==> src/rtl/data_mem_fetch.sv <==
// Read engine: pulls a programmed number of 128-bit blocks from the data memory
// read port and streams them to the cipher core through a small output FIFO.
module data_mem_fetch #(
    parameter int unsigned DATA_W        = 128,
    parameter int unsigned CNT_W         = 5,
    parameter int unsigned BUF_DEPTH     = 2,
    parameter int unsigned SETTLE_CYCLES = 1
) (
    input  logic              clk,
    input  logic              reset,
    input  logic              start,
    input  logic [CNT_W-1:0]  num_blocks,
    input  logic              abort,
    input  logic [DATA_W-1:0] mem_data,
    input  logic [1:0]        mem_ptr_diff,
    output logic              mem_read_flag,
    output logic              mem_incr_read,
    output logic [DATA_W-1:0] out_data,
    output logic              out_valid,
    input  logic              out_ready,
    output logic              busy,
    output logic              done,
    output logic [CNT_W-1:0]  fetched
);

    localparam int unsigned PW = $clog2(BUF_DEPTH);
    localparam int unsigned SW = (SETTLE_CYCLES > 1) ? $clog2(SETTLE_CYCLES) : 1;
    localparam logic [SW-1:0] SETTLE_LAST = SW'(SETTLE_CYCLES - 1);
    localparam logic [PW:0]   FULL_FILL   = (PW+1)'(BUF_DEPTH);

    typedef enum logic [1:0] {IDLE, SETTLE, SAMPLE, DRAIN} state_t;

    state_t            state, state_nxt;
    logic [CNT_W-1:0]  blk_cnt;
    logic [SW-1:0]     settle_cnt;
    logic [DATA_W-1:0] buf_q [BUF_DEPTH];
    logic [PW-1:0]     rd_ptr, wr_ptr;
    logic [PW:0]       fill;
    logic              full, empty, capture, push, pop, settle_last, last_blk;

    assign full        = (fill == FULL_FILL);
    assign empty       = (fill == '0);
    assign out_valid   = !empty;
    assign out_data    = buf_q[rd_ptr];
    assign push        = capture;
    assign pop         = out_valid && out_ready;
    assign settle_last = (settle_cnt == SETTLE_LAST);
    assign last_blk    = ((fetched + CNT_W'(1)) == blk_cnt);

    always_ff @(posedge clk or negedge reset) begin
        if (!reset) state <= IDLE;
        else        state <= state_nxt;
    end

    always_comb begin
        state_nxt = state;
        unique case (state)
            IDLE:    if (start) state_nxt = (num_blocks == '0) ? DRAIN : SETTLE;
            SETTLE:  if (settle_last) state_nxt = SAMPLE;
            SAMPLE:  if (capture) state_nxt = last_blk ? DRAIN : SETTLE;
            DRAIN:   if (empty) state_nxt = IDLE;
            default: state_nxt = IDLE;
        endcase
        if (abort) state_nxt = IDLE;
    end

    // Capture needs a slot free before this cycle's pop; abort suppresses the pointer advance.
    always_comb begin
        capture       = (state == SAMPLE) && (mem_ptr_diff == 2'd2) && !full && !abort;
        mem_incr_read = capture;
        mem_read_flag = (state == SETTLE) || (state == SAMPLE);
        busy          = (state != IDLE);
        done          = (state == DRAIN) && empty && !abort;
    end

    always_ff @(posedge clk or negedge reset) begin
        if (!reset) begin
            blk_cnt    <= '0;
            fetched    <= '0;
            settle_cnt <= '0;
            rd_ptr     <= '0;
            wr_ptr     <= '0;
            fill       <= '0;
            for (int unsigned i = 0; i < BUF_DEPTH; i++) buf_q[i] <= '0;
        end else if (abort) begin
            fetched    <= '0;
            settle_cnt <= '0;
            rd_ptr     <= '0;
            wr_ptr     <= '0;
            fill       <= '0;
        end else begin
            if (state == IDLE && start) begin
                blk_cnt <= num_blocks;
                fetched <= '0;
            end
            if (state == SETTLE) settle_cnt <= settle_last ? '0 : settle_cnt + SW'(1);
            if (capture) fetched <= fetched + CNT_W'(1);
            if (push) begin
                buf_q[wr_ptr] <= mem_data;
                wr_ptr        <= wr_ptr + PW'(1);
            end
            if (pop) rd_ptr <= rd_ptr + PW'(1);
            case ({push, pop})
                2'b10:   fill <= fill + (PW+1)'(1);
                2'b01:   fill <= fill - (PW+1)'(1);
                default: fill <= fill;
            endcase
        end
    end

endmodule
==> config.mk <==
export PLATFORM = sky130hd
export DESIGN_NAME = data_mem_fetch
export DESIGN_NICKNAME = d
export VERILOG_FILES = /design/src/rtl/data_mem_fetch.sv
export SDC_FILE = /design/constraint.sdc
export NUM_CORES = 1
export LEC_CHECK = 0
export ABC_AREA = 1
export BUFFER_PORTS_ARGS = -buffer_cell sky130_fd_sc_hd__buf_4
export CAP_MARGIN = 20
export CORE_MARGIN = 1
export CORE_UTILIZATION = 50
export CTS_BUF_LIST = sky130_fd_sc_hd__clkbuf_8
export DETAILED_ROUTE_END_ITERATION = 16
export GPL_TIMING_DRIVEN = 0
export PLACE_DENSITY = 0.75
export SYNTH_ARGS = -nofsm -noshare
export SYNTH_HDL_FRONTEND = slang
export SYNTH_SLANG_ARGS = --single-unit
==> constraint.sdc <==
create_clock -name clk -period 4.95 [get_ports clk]
set_input_delay 1.485 -clock clk [delete_from_list [all_inputs] [get_ports clk]]
set_output_delay 1.485 -clock clk [all_outputs]
set_load 0.02 [all_outputs]
## After elaboration in Yosys (flattened, before gate mapping)

Cells that the tools add are included.

| cells by class | value |
|---|---|
| add/subtract/negate cells | 6 |
| multipliers | 0 |
| divide/modulo/power cells | 0 |
| order comparisons | 3 |
| equal/unequal tests | 12 |
| shifts and indexed selects | 0 |
| muxes and demuxes | 26 |
| bitwise gates (word level) | 3 |
| reductions and logical operators | 24 |

Operators by type and width:

| operator | number |
|---|---|
| two-way mux 128 bit | 4 |
| bitwise mux 256 bit | 1 |
| demux 128 bit (select 1 bit) | 1 |
| two-way mux 2 bit | 8 |
| two-way mux 5 bit | 3 |
| != test 3 bit, second input constant | 4 |
| equality test 2 bit, second input constant | 5 |
| logical AND 1 bit | 8 |
| one-hot mux 2 bit (4 select lines) | 1 |
| nonzero test 2 bit | 4 |
| two-way mux 1 bit | 7 |
| nonzero test 3 bit | 2 |
| adder 5 x 1 -> 5 bit, second input constant | 1 |
| equality test 5 bit | 1 |
| zero test 5 bit | 1 |
| equality test 2 x 1 -> 1 bit, second input constant | 2 |
| greater-or-equal comparator 2 bit, second input constant | 2 |
| zero test 2 bit | 2 |
| NOT 1 -> 2 bit | 2 |
| one-hot mux 2 bit (2 select lines) | 1 |
| AND reduction 2 bit | 2 |
| AND reduction 4 bit | 1 |
| adder 1 bit, second input constant | 3 |
| zero test 1 bit | 3 |
| 5 further kinds | 5 |

| word-level totals | value |
|---|---|
| register bits | 273 |
| bits in latches | 0 |
| RAM bits | 0 |
| bits in read-only memories | 0 |
| bits of input ports | 140 |
| output and inout port bits | 138 |
| memories kept | 0 |

## Depth between registers and ports, before layout

Gate-level depths: netlist of the first run.

| logic depth | value |
|---|---|
| depth in word-level cells | 7 |
| depth in mapped cells | 11 |
| depth with buffers taken out | 11 |

## Worst setup path after synthesis of the first run

No wires, ideal clock.

| path | value |
|---|---|
| path type | input port to output port |
| from | input port abort |
| to | output port done |
| arrival | 1,940 ps |
| data required time | 3,465 ps |
| slack | 1,525 ps |
| stages on the path | 3 |
| path buffers | 0 |
| cell sequence | clkinv_1 -> nand2_1 -> nor2_1 |

| between the ends | value |
|---|---|
| longest elaborated chain between the ends | 2 |

Ends and longest elaborated chain:

| item | RTL line | text |
|---|---|---|
| from (decl) | 13 | `input logic abort,` |
| zero test 1 bit | 73 | `done = (state == DRAIN) && empty && !abort;` |
| logical AND 1 bit | 73 |  |
| to (decl) | 22 | `output logic done,` |

No other way between the ends.

## Worst setup path after layout of the first run

| path | value |
|---|---|
| from | register rd_ptr |
| to | output port out_data[38] |

| between the ends | value |
|---|---|
| longest elaborated chain between the ends | 4 |

Ends and longest elaborated chain:

| item | RTL line | text |
|---|---|---|
| from (decl) | 37 | `logic [PW-1:0] rd_ptr, wr_ptr;` |
| from (signal assigned) | 102 | `if (pop) rd_ptr <= rd_ptr + PW'(1);` |
| NOT 1 -> 2 bit (not written as such) | 44 | `assign out_data = buf_q[rd_ptr];` |
| two-way mux 128 bit (not written as such) (3 in a row) | 44 |  |
| to (decl) | 18 | `output logic [DATA_W-1:0] out_data,` |

No other way between the ends. The select of a mux whose other input is x is not followed.

==> results of run 1 <==
cell usage in the layout, fill, tap and decap left out, types with 2 or more instances in the layout:
cell type	n
inv_1	160
buf_6	26
o21ai_2	110
clkbuf_1	53
clkinv_2	4
o21ai_1	10
buf_2	2
o21ai_0	146
clkbuf_8	61
o22ai_1	2
dfrtp_1	272
ha_1	6
nand3b_1	2
a21oi_1	7
buf_1	4
nand3_1	15
nor2_1	12
inv_2	2
nand2_1	671
nand4_1	4
buf_4	276
buf_16	2
critical path, cell delays in order (launching register included):
cell      delay, ns
dfrtp_1        0.39
inv_1          0.10
clkbuf_1       0.66
clkbuf_1       0.47
nand2_1        0.11
nand2_1        0.10
buf_4          0.15
cells by family (layout without fill, tap and decap cells):
family                   count (synthesis)  in the layout  share of synthesized area, %
multiplexers                             1              1                        0.0901
adder cells (fa/ha/maj)                  6              6                         0.601
AO/OA/AOI/OAI                          275            275                          14.3
buffers and inverters                  234            592                          8.61
AND/OR/NAND/NOR                        710            710                          21.9
flip-flops                             272            272                          54.5
worst min-delay path by stage:
| stage | start | endpoint | slack [ns] | cells after the start |
|---|---|---|---|---|
| floorplan | buf_q[116]$_DFFE_PN0P_ | buf_q[116]$_DFFE_PN0P_ | 0.45 | 2 |
| global placement | buf_q[116]$_DFFE_PN0P_ | buf_q[116]$_DFFE_PN0P_ | 0.46 | 2 |
| detailed placement | buf_q[231]$_DFFE_PN0P_ | buf_q[231]$_DFFE_PN0P_ | 0.47 | 2 |
| CTS | buf_q[134]$_DFFE_PN0P_ | buf_q[134]$_DFFE_PN0P_ | 0.48 | 2 |
| global route | buf_q[154]$_DFFE_PN0P_ | buf_q[154]$_DFFE_PN0P_ | 0.50 | 2 |
| finish | buf_q[229]$_DFFE_PN0P_ | buf_q[229]$_DFFE_PN0P_ | 0.48 | 2 |
per-stage QoR:
| step | hold slack [ns] | total power [W] | area, um^2 |
|---|---|---|---|
| finish | 0.480 | 0.00706 | 16000 |
| detailed placement | 0.468 | 0.00514 | 15000 |
| global placement | 0.464 | 0.00508 | 15000 |
| global route | 0.496 | 0.00747 | 16000 |
| floorplan | 0.453 | 0.00418 | 12500 |
| CTS | 0.482 | 0.00712 | 16000 |
where the power goes:
group	internal, W	leakage, nW	switching, W
sequential	0.00260	3.71	0.000201
combinational	0.000909	4.55	0.00140
clock	0.00109	0.529	0.000869
registers in the layout (all words and copies together) (netlist names):
| register | cells |
|---|---|
| rd_ptr | 1 |
| state | 2 |
| fill | 2 |
| wr_ptr | 1 |
| blk_cnt | 5 |
| buf_q | 256 |
| fetched | 5 |
per-layer routing:
layer | up-vias | GRT usage, % | wire [um]
li1 | 5292 | - | -
met1 | 5106 | 34.7 | 14000
met2 | 333 | 42.1 | 15600
met3 | 61 | 6.26 | 2290
met4 | 0 | 7.92 | 771
met5 | - | 0 | 0
layout make-up:
cell class	instances	area share (%)
Tap cell	324	2.54
Timing Repair Buffer	279	13.4
Sequential cell	272	42.7
Multi-Input combinational cell	992	28.9
Inverter	149	3.51
Clock buffer	61	5.26
Buffer	85	3.24
Clock inverter	18	0.455
==> results.yml, run 1 <==
outcome:
  status: "finished clean"
detailed_routing:
  drc_errors: 0
  drtPass1Iterations: 5
  via_count: 10800
  routedWlPerCell_um: 15.0
  via_per_inst: 4.95
  wl_mm: 32.7
  drt_iter0_drc: 772
  ant_nets: 0
sta:
  worst_slew_pin_slew_ns: 0.891
  maxSlewHeadroom_pct: 40.6
  fmax_mhz: 249
  drv_slew: 0
  fin_skew_ns: 0.0211
  finalSetupTns_ns: 0
  finalHoldViolCount: 0
  setup_viol: 0
  period_needed_ns: 4.02
  finalCritPeriodShare_pct: 81.2
  rsz0062_at_grt: "false"
  fin_ws_ns: 0.932
clocking:
  ctsHtreeMaxLevel: 2
  cts_buffers: 45
  cts_hold_buf: 0
  clockBufferDepth: 3
  cts_tree: "yes"
  clkSinkCount: 272
  cts_resized: 0
  clk_latency_ns: 0.55
  cts.clk_slew.worst_paths_ns: 0.06
  post_cts_buffers: 0
  root_buffer: "clkbuf_8"
worst_setup_path:
  crit_end: "out_data[38]"
  r2r_start: "state[0]$_DFFE_PN0P_"
  regToRegEndpoint: "buf_q[54]$_DFFE_PN0P_"
  ff2ff_path_depth: 9
  arrival_ns: 2.53
  path_class: "register to primary output"
  reg2reg_setup_slack_ns: 2.42
  crit_start: "rd_ptr$_DFFE_PN0P_"
  required_ns: 3.46
  start_kind: "register"
  crit_fanout: 10
  worstSetupEndpointType: "primary output"
yosys:
  ys_top_cells_by_area: "dfrtp_1 (54%), nand2_1 (20%), o21ai_2 (7.7%)"
  syn_area_um2: 12500
  synth_common_cells: "nand2_1 (671), dfrtp_1 (272), inv_1 (146), o21ai_0 (146), o21ai_2 (110)"
  yosysUniqueCellTypes: 26
  synth_top_flop_cell: "dfrtp_1"
  synth.most_common_cell: "nand2_1"
  ys_ff_latch: 272
  yosys.area.top_type_share_pct: 54.5
  synth-seq-area-share_pct: 54.5
  syn-num-nets: 1644
  synthCells: 1498
  yosys.area.top_type: "dfrtp_1"
  yosysWarnings: 0
  ys_async_sr_fraction_pct: 100
  synth_edf_count: 0
  syn_avg_cell_area_um2: 8.34
final_layout:
  seq_area_um2: 6810
  multi_input_area_um2: 4610
  fin_util_pct: 65.4
  drive_gt1_share_pct: 26.4
  area_delta_synth_final_pct: 27.7
  n_fill_cell: 2077
  layoutNonFillerInstCount: 2180
  num-nets-final: 1970
  n_antenna_cell: 0
floorplan:
  die_y_um: 160
  initial_utilization_pct: 51.2
  die_w_um: 160
  core_area_um2: 24400
  fp-row-count: 57
  dieArea_um2: 25600
  io_pins: 278
placement:
  post-place-ws_ns: 1.24
  gp_congestion: 0.828
  portBuffers: 277
  dpl.cell_count: 2101
  place_hpwl_mm: 22.6
job:
  maxCapViolCount: 0
power:
  power.density_nw_per_um2: 443
  ir_drop_uv: 298
  leakage_nw: 8.78
global_route:
  grt_max_degree: 125
  grt_overflow: 0
  antenna_found_initial: 0
  track_usage_pct: 26.0
  grt_pass1_wl_mm: 53.8
  grt_pass1_vias: 10700
hold_path:
  worst_hold_path_type: "register to register"
Power figures use the tool's default switching activity.
==> run 2, diff against run 1 <==
--- a/config.mk
+++ b/config.mk
@@ -13,7 +13,7 @@
 export CTS_BUF_LIST = sky130_fd_sc_hd__clkbuf_8
 export DETAILED_ROUTE_END_ITERATION = 16
 export GPL_TIMING_DRIVEN = 0
-export PLACE_DENSITY = 0.75
+export PLACE_DENSITY = 0.77
 export SYNTH_ARGS = -nofsm -noshare
 export SYNTH_HDL_FRONTEND = slang
 export SYNTH_SLANG_ARGS = --single-unit
==> constraint.sdc (replaced) <==
create_clock -name clk -period 3.2 [get_ports clk]
set_input_delay 0.96 -clock clk [delete_from_list [all_inputs] [get_ports clk]]
set_output_delay 0.96 -clock clk [all_outputs]
set_load 0.02 [all_outputs]
==> run 2 against run 1 <==
Net effect: routed wire length increased by 0.14%; critical path depth unchanged; clock power increased by 56%; combinational power increased by 55%; final cell count about the same; flip-flop and latch count unchanged; sequential power increased by 55%; largest power group unchanged; highest routed layer unchanged.
==> results.yml, run 2 (same netlist as run 1, synthesis figures left out) <==
outcome:
  status: "finished clean"
final_layout:
  num-nets-final: 1970
  layoutNonFillerInstCount: 2181
  multi_input_area_um2: 4610
  drive_gt1_share_pct: 26.5
  fin_area_um2: 16000
  n_antenna_cell: 0
  reg_top3: "buf_q x256, blk_cnt x5, fetched x5"
  area_delta_synth_final_pct: 27.8
  layout_common_cells: "nand2_1 (671), buf_4 (276), dfrtp_1 (272)"
  seq_area_um2: 6810
  n_fill_cell: 2093
  final_common_cell: "nand2_1"
  largest-register: "buf_q"
  largest_register_ffs: 256
detailed_routing:
  routedWlPerCell_um: 15.0
  via_per_inst: 4.96
  via_count: 10800
  drtPass1Iterations: 5
  drc_errors: 0
  wl_mm: 32.7
  drt_iter0_drc: 800
  ant_nets: 0
worst_setup_path:
  r2r_start: "state[0]$_DFFE_PN0P_"
  start_kind: "register"
  crit_fanout: 10
  crit_start: "rd_ptr$_DFFE_PN0P_"
  arrival_ns: 2.19
  worstSetupEndpointType: "primary output"
  path_class: "register to primary output"
  required_ns: 2.24
floorplan:
  die_y_um: 160
  io_pins: 278
  core_area_um2: 24400
  dieArea_um2: 25600
  initial_utilization_pct: 51.2
  fp-row-count: 57
  die_w_um: 160
global_route:
  track_usage_pct: 25.9
  antenna_found_initial: 0
  grt_pass1_wl_mm: 53.4
  grt_pass1_vias: 10700
  grt_max_degree: 125
  grt_overflow: 0
power:
  power.density_nw_per_um2: 686
  ir_drop_uv: 447
  leakage_nw: 8.81
job:
  maxCapViolCount: 0
hold_path:
  worst_hold_path_type: "primary input to async pin"
placement:
  gp_congestion: 0.867
  dpl_cell_area_um2: 15000
  portBuffers: 277
  dpl.cell_count: 2101
  place_hpwl_mm: 22.7
sta:
  finalHoldViolCount: 0
  setup_viol: 0
  period_needed_ns: 3.15
  maxSlewHeadroom_pct: 36.6
  drv_slew: 0
  finalCritPeriodShare_pct: 98.5
  finalSetupTns_ns: 0
  fmax_mhz: 317
  worst_slew_pin_slew_ns: 0.951
  rsz0062_at_grt: "true"
  fin_skew_ns: 0.0180
clocking:
  cts_tree: "yes"
  root_buffer: "clkbuf_8"
  cts_buffers: 45
  cts.clk_slew.worst_paths_ns: 0.06
  clk_latency_ns: 0.53
  post_cts_buffers: 0
  clkSinkCount: 272
  clockBufferDepth: 3
  cts_hold_buf: 0
  cts_resized: 2
  ctsHtreeMaxLevel: 2
[run 2: changes by cell type in the layout (fill, tap and decap cells not counted), sizes merged]
cell / change
clkbuf: -5
buf: +3
inv: +3
bufinv: +1
clkinv: -1
[run 2: per-layer routing]
layer  global-route usage [%]  vias up  routed length, um
met3                     5.27       66               2170
met2                     42.8      352              15800
met4                     8.83        0                871
met1                     34.1     5086              13900
li1                         -     5308                  -
met5                        0        -                  0
[run 2: path summary, 6_finish.rpt]
path,to,slack (ns),cells after the start
worst max-delay path,out_data[16],0.05,6
worst min-delay path,buf_q[171]$_DFFE_PN0P_,0.30,1
worst max register to register,buf_q[66]$_DFFE_PN0P_,0.66,9
worst min register to register,buf_q[141]$_DFFE_PN0P_,0.48,2
max in group asynchronous,buf_q[130]$_DFFE_PN0P_,2.00,2
min in group clk,buf_q[141]$_DFFE_PN0P_,0.48,2
[run 2: area by class of cell]
type | count | share of cell area [%]
sequential | 272 | 42.6
multi-input combinational | 992 | 28.9
timing repair buffer | 279 | 13.4
clock buffer | 59 | 5.09
inverter | 149 | 3.50
buffer | 85 | 3.27
tap | 324 | 2.54
clock inverter | 21 | 0.682
[run 2: per-stage QoR]
| step | utilization [%] | hold slack [ns] | setup WS (ns) | power, W |
|---|---|---|---|---|
| floorplan | - | 0.453 | 0.825 | 0.00647 |
| global placement | 61.4 | 0.465 | -1.06 | 0.00786 |
| detailed placement | 61.7 | 0.467 | 0.255 | 0.00795 |
| CTS | 65.5 | 0.276 | 0.0225 | 0.0110 |
| global route | 65.5 | 0.292 | -0.0943 | 0.0116 |
| finish | 65.5 | 0.295 | 0.0490 | 0.0110 |
[run 2: critical path, stage by stage (launching register included)]
cell and delay [ns]:
dfrtp_1 0.39, inv_1 0.10, clkbuf_2 0.38, clkbuf_1 0.44, nand2_1 0.11, nand2_1 0.11
buf_4 0.15
[run 2: where the power goes]
| group | leakage [nW] | internal, W | switching (W) |
|---|---|---|---|
| sequential | 3.71 | 0.00402 | 0.000313 |
| clock | 0.541 | 0.00172 | 0.00134 |
| combinational | 4.56 | 0.00141 | 0.00215 |
==> run 3, diff against run 2 <==
--- a/config.mk
+++ b/config.mk
@@ -13,7 +13,7 @@
 export CTS_BUF_LIST = sky130_fd_sc_hd__clkbuf_8
 export DETAILED_ROUTE_END_ITERATION = 16
 export GPL_TIMING_DRIVEN = 0
-export PLACE_DENSITY = 0.77
+export PLACE_DENSITY = 0.75
 export SYNTH_ARGS = -nofsm -noshare
 export SYNTH_HDL_FRONTEND = slang
 export SYNTH_SLANG_ARGS = --single-unit
==> constraint.sdc (replaced) <==
create_clock -name clk -period 3.6 [get_ports clk]
set_input_delay 1.08 -clock clk [delete_from_list [all_inputs] [get_ports clk]]
set_output_delay 1.08 -clock clk [all_outputs]
set_load 0.02 [all_outputs]
==> run 3 against run 2 <==
Net effect: clock skew is 0.0026 ns higher; via count is 0.48% lower; total power is 11% lower; highest routed layer unchanged; largest power group unchanged; non-clock buffer count is 1 lower; global-route usage is 0.081 points higher; flip-flop and latch count stayed put; register-to-register slack better by 0.41 ns; routed wire length hardly changed; first-iteration DRC count is 7.6% higher; count of clock-buffer cells in the layout is 2 higher; clock power is 12% lower.
==> results.yml, run 3 (same netlist as run 1, synthesis figures left out) <==
power:
  power.share.sequential_pct: 39.7
  ir_drop_uv: 410
  p_switching_w: 0.00339
  leakage_nw: 8.79
  clockPowerShare_pct: 27.7
  p_int_w: 0.00632
  power.switching_fraction_pct: 34.9
  power.density_nw_per_um2: 609
  power.share.combinational_pct: 32.6
  p_total_w: 0.00971
job:
  maxCapViolCount: 0
final_layout:
  layoutNonFillerInstCount: 2179
  num-nets-final: 1969
  final_common_cell: "nand2_1"
  largest_register_ffs: 256
  layout_common_cells: "nand2_1 (671), buf_4 (276), dfrtp_1 (272)"
  n_fill_cell: 2079
  fin_area_um2: 16000
  area_delta_synth_final_pct: 27.7
  largest-register: "buf_q"
  reg_top3: "buf_q x256, blk_cnt x5, fetched x5"
  n_antenna_cell: 0
  drive_gt1_share_pct: 26.5
placement:
  dpl.cell_count: 2101
  portBuffers: 277
  post-place-ws_ns: 0.556
  gp_congestion: 0.828
  place_hpwl_mm: 22.6
  dpl_cell_area_um2: 15000
detailed_routing:
  via_per_inst: 4.94
  drc_errors: 0
  via_count: 10800
  wl_mm: 32.8
  wl_met2_mm: 15.6
  ant_nets: 0
  highest_layer: "met4"
  routedWlPerCell_um: 15.0
  wl_met3_mm: 2.34
  drtPass1Iterations: 5
  drt_iter0_drc: 861
  routedLengthMet1_mm: 14.1
floorplan:
  core_area_um2: 24400
  initial_utilization_pct: 51.2
  io_pins: 278
  die_w_um: 160
  dieArea_um2: 25600
  fp-row-count: 57
  die_y_um: 160
clocking:
  post_cts_buffers: 0
  clk_latency_ns: 0.54
  clkSinkCount: 272
  cts_hold_buf: 0
  cts_tree: "yes"
  cts_buffers: 45
  cts.clk_slew.worst_paths_ns: 0.06
  ctsHtreeMaxLevel: 2
  clockBufferDepth: 3
  root_buffer: "clkbuf_8"
sta:
  finalHoldWorstSlack_ns: 0.416
  fin_skew_ns: 0.0206
  drv_slew: 0
  fin_ws_ns: 0.263
  setup_viol: 0
  finalCritPeriodShare_pct: 92.7
  fmax_mhz: 300
  period_needed_ns: 3.34
  rsz0062_at_grt: "false"
  worst_slew_pin_slew_ns: 0.824
  finalHoldViolCount: 0
  maxSlewHeadroom_pct: 45.0
global_route:
  grt_pass1_vias: 10700
  track_usage_pct: 26.0
  grt_overflow: 0
  antenna_found_initial: 0
  grt_pass1_wl_mm: 53.8
  grt_max_degree: 125
worst_setup_path:
  crit_fanout: 13
  required_ns: 2.52
  r2r_start: "state[0]$_DFFE_PN0P_"
  worstSetupEndpointType: "primary output"
  start_kind: "register"
  arrival_ns: 2.26
  crit_start: "rd_ptr$_DFFE_PN0P_"
  path_class: "register to primary output"
hold_path:
  worst_hold_path_type: "primary input to async pin"
outcome:
  status: "finished clean"
[run 3: changes by cell type in the layout (fill, tap and decap cells not counted), moves of 2 or more]
cell,change
clkbuf_1,+5
buf_1,-3
clkbuf_2,-3
inv_1,-3
clkbuf_8,+2
[run 3: per-stage QoR]
| step | TNS [ns] | utilization (%) |
|---|---|---|
| final | 0 | 65.4 |
| after global routing | 0 | 65.4 |
| after CTS | 0 | 65.4 |
| after detailed placement | 0 | 61.7 |
| after global placement | -218.87 | 61.4 |
| after floorplan | 0 | - |
[run 3: cell type report]
| class | instances | area (um^2) | area share [%] |
|---|---|---|---|
| buffer | 84 | 514 | 3.22 |
| clock buffer | 61 | 840 | 5.26 |
| clock inverter | 18 | 72.6 | 0.455 |
| inverter | 149 | 559 | 3.51 |
| multi-input combinational | 992 | 4610 | 28.9 |
| sequential | 272 | 6810 | 42.7 |
| tap | 324 | 405 | 2.54 |
| timing repair buffer | 279 | 2140 | 13.4 |
[run 3: routing by layer]
metal	vias up	global-route usage, %
met2	341	42.2
li1	5292	-
met5	-	0
met3	59	6.26
met1	5068	34.7
met4	0	7.88
[run 3: worst max-delay path: stages, from the launching register on]
cell      delay, ns
dfrtp_1        0.39
inv_1          0.49
clkbuf_1       0.46
nand2_1        0.11
nand2_1        0.10
buf_4          0.15
[run 3: repair_timing]
item                                    in CTS  in global routing
endpoints found under the setup margin      60                 16
resized for setup                            0                  2
cloned                                       0                  0
hold endpoints to repair                     0                  0
[run 3: power by group through the flow]
stage | sequential (W) | combinational, W | clock, W
after floorplan | 0.00383 | 0.00192 | 0
final | 0.00385 | 0.00316 | 0.00269
after global placement | 0.00387 | 0.00312 | 0
after detailed placement | 0.00389 | 0.00318 | 0
after global routing | 0.00391 | 0.00346 | 0.00290
after CTS | 0.00384 | 0.00319 | 0.00276
[run 3: worst paths after layout]
kind | end | slack (ns) | cells after the start
max in group asynchronous | buf_q[211]$_DFFE_PN0P_ | 2.24 | 2
worst max-delay path | out_data[38] | 0.26 | 5
worst min-delay path | buf_q[185]$_DFFE_PN0P_ | 0.42 | 1
worst min register to register | buf_q[229]$_DFFE_PN0P_ | 0.48 | 2
min in group clk | buf_q[229]$_DFFE_PN0P_ | 0.48 | 2
worst max register to register | buf_q[47]$_DFFE_PN0P_ | 1.07 | 9
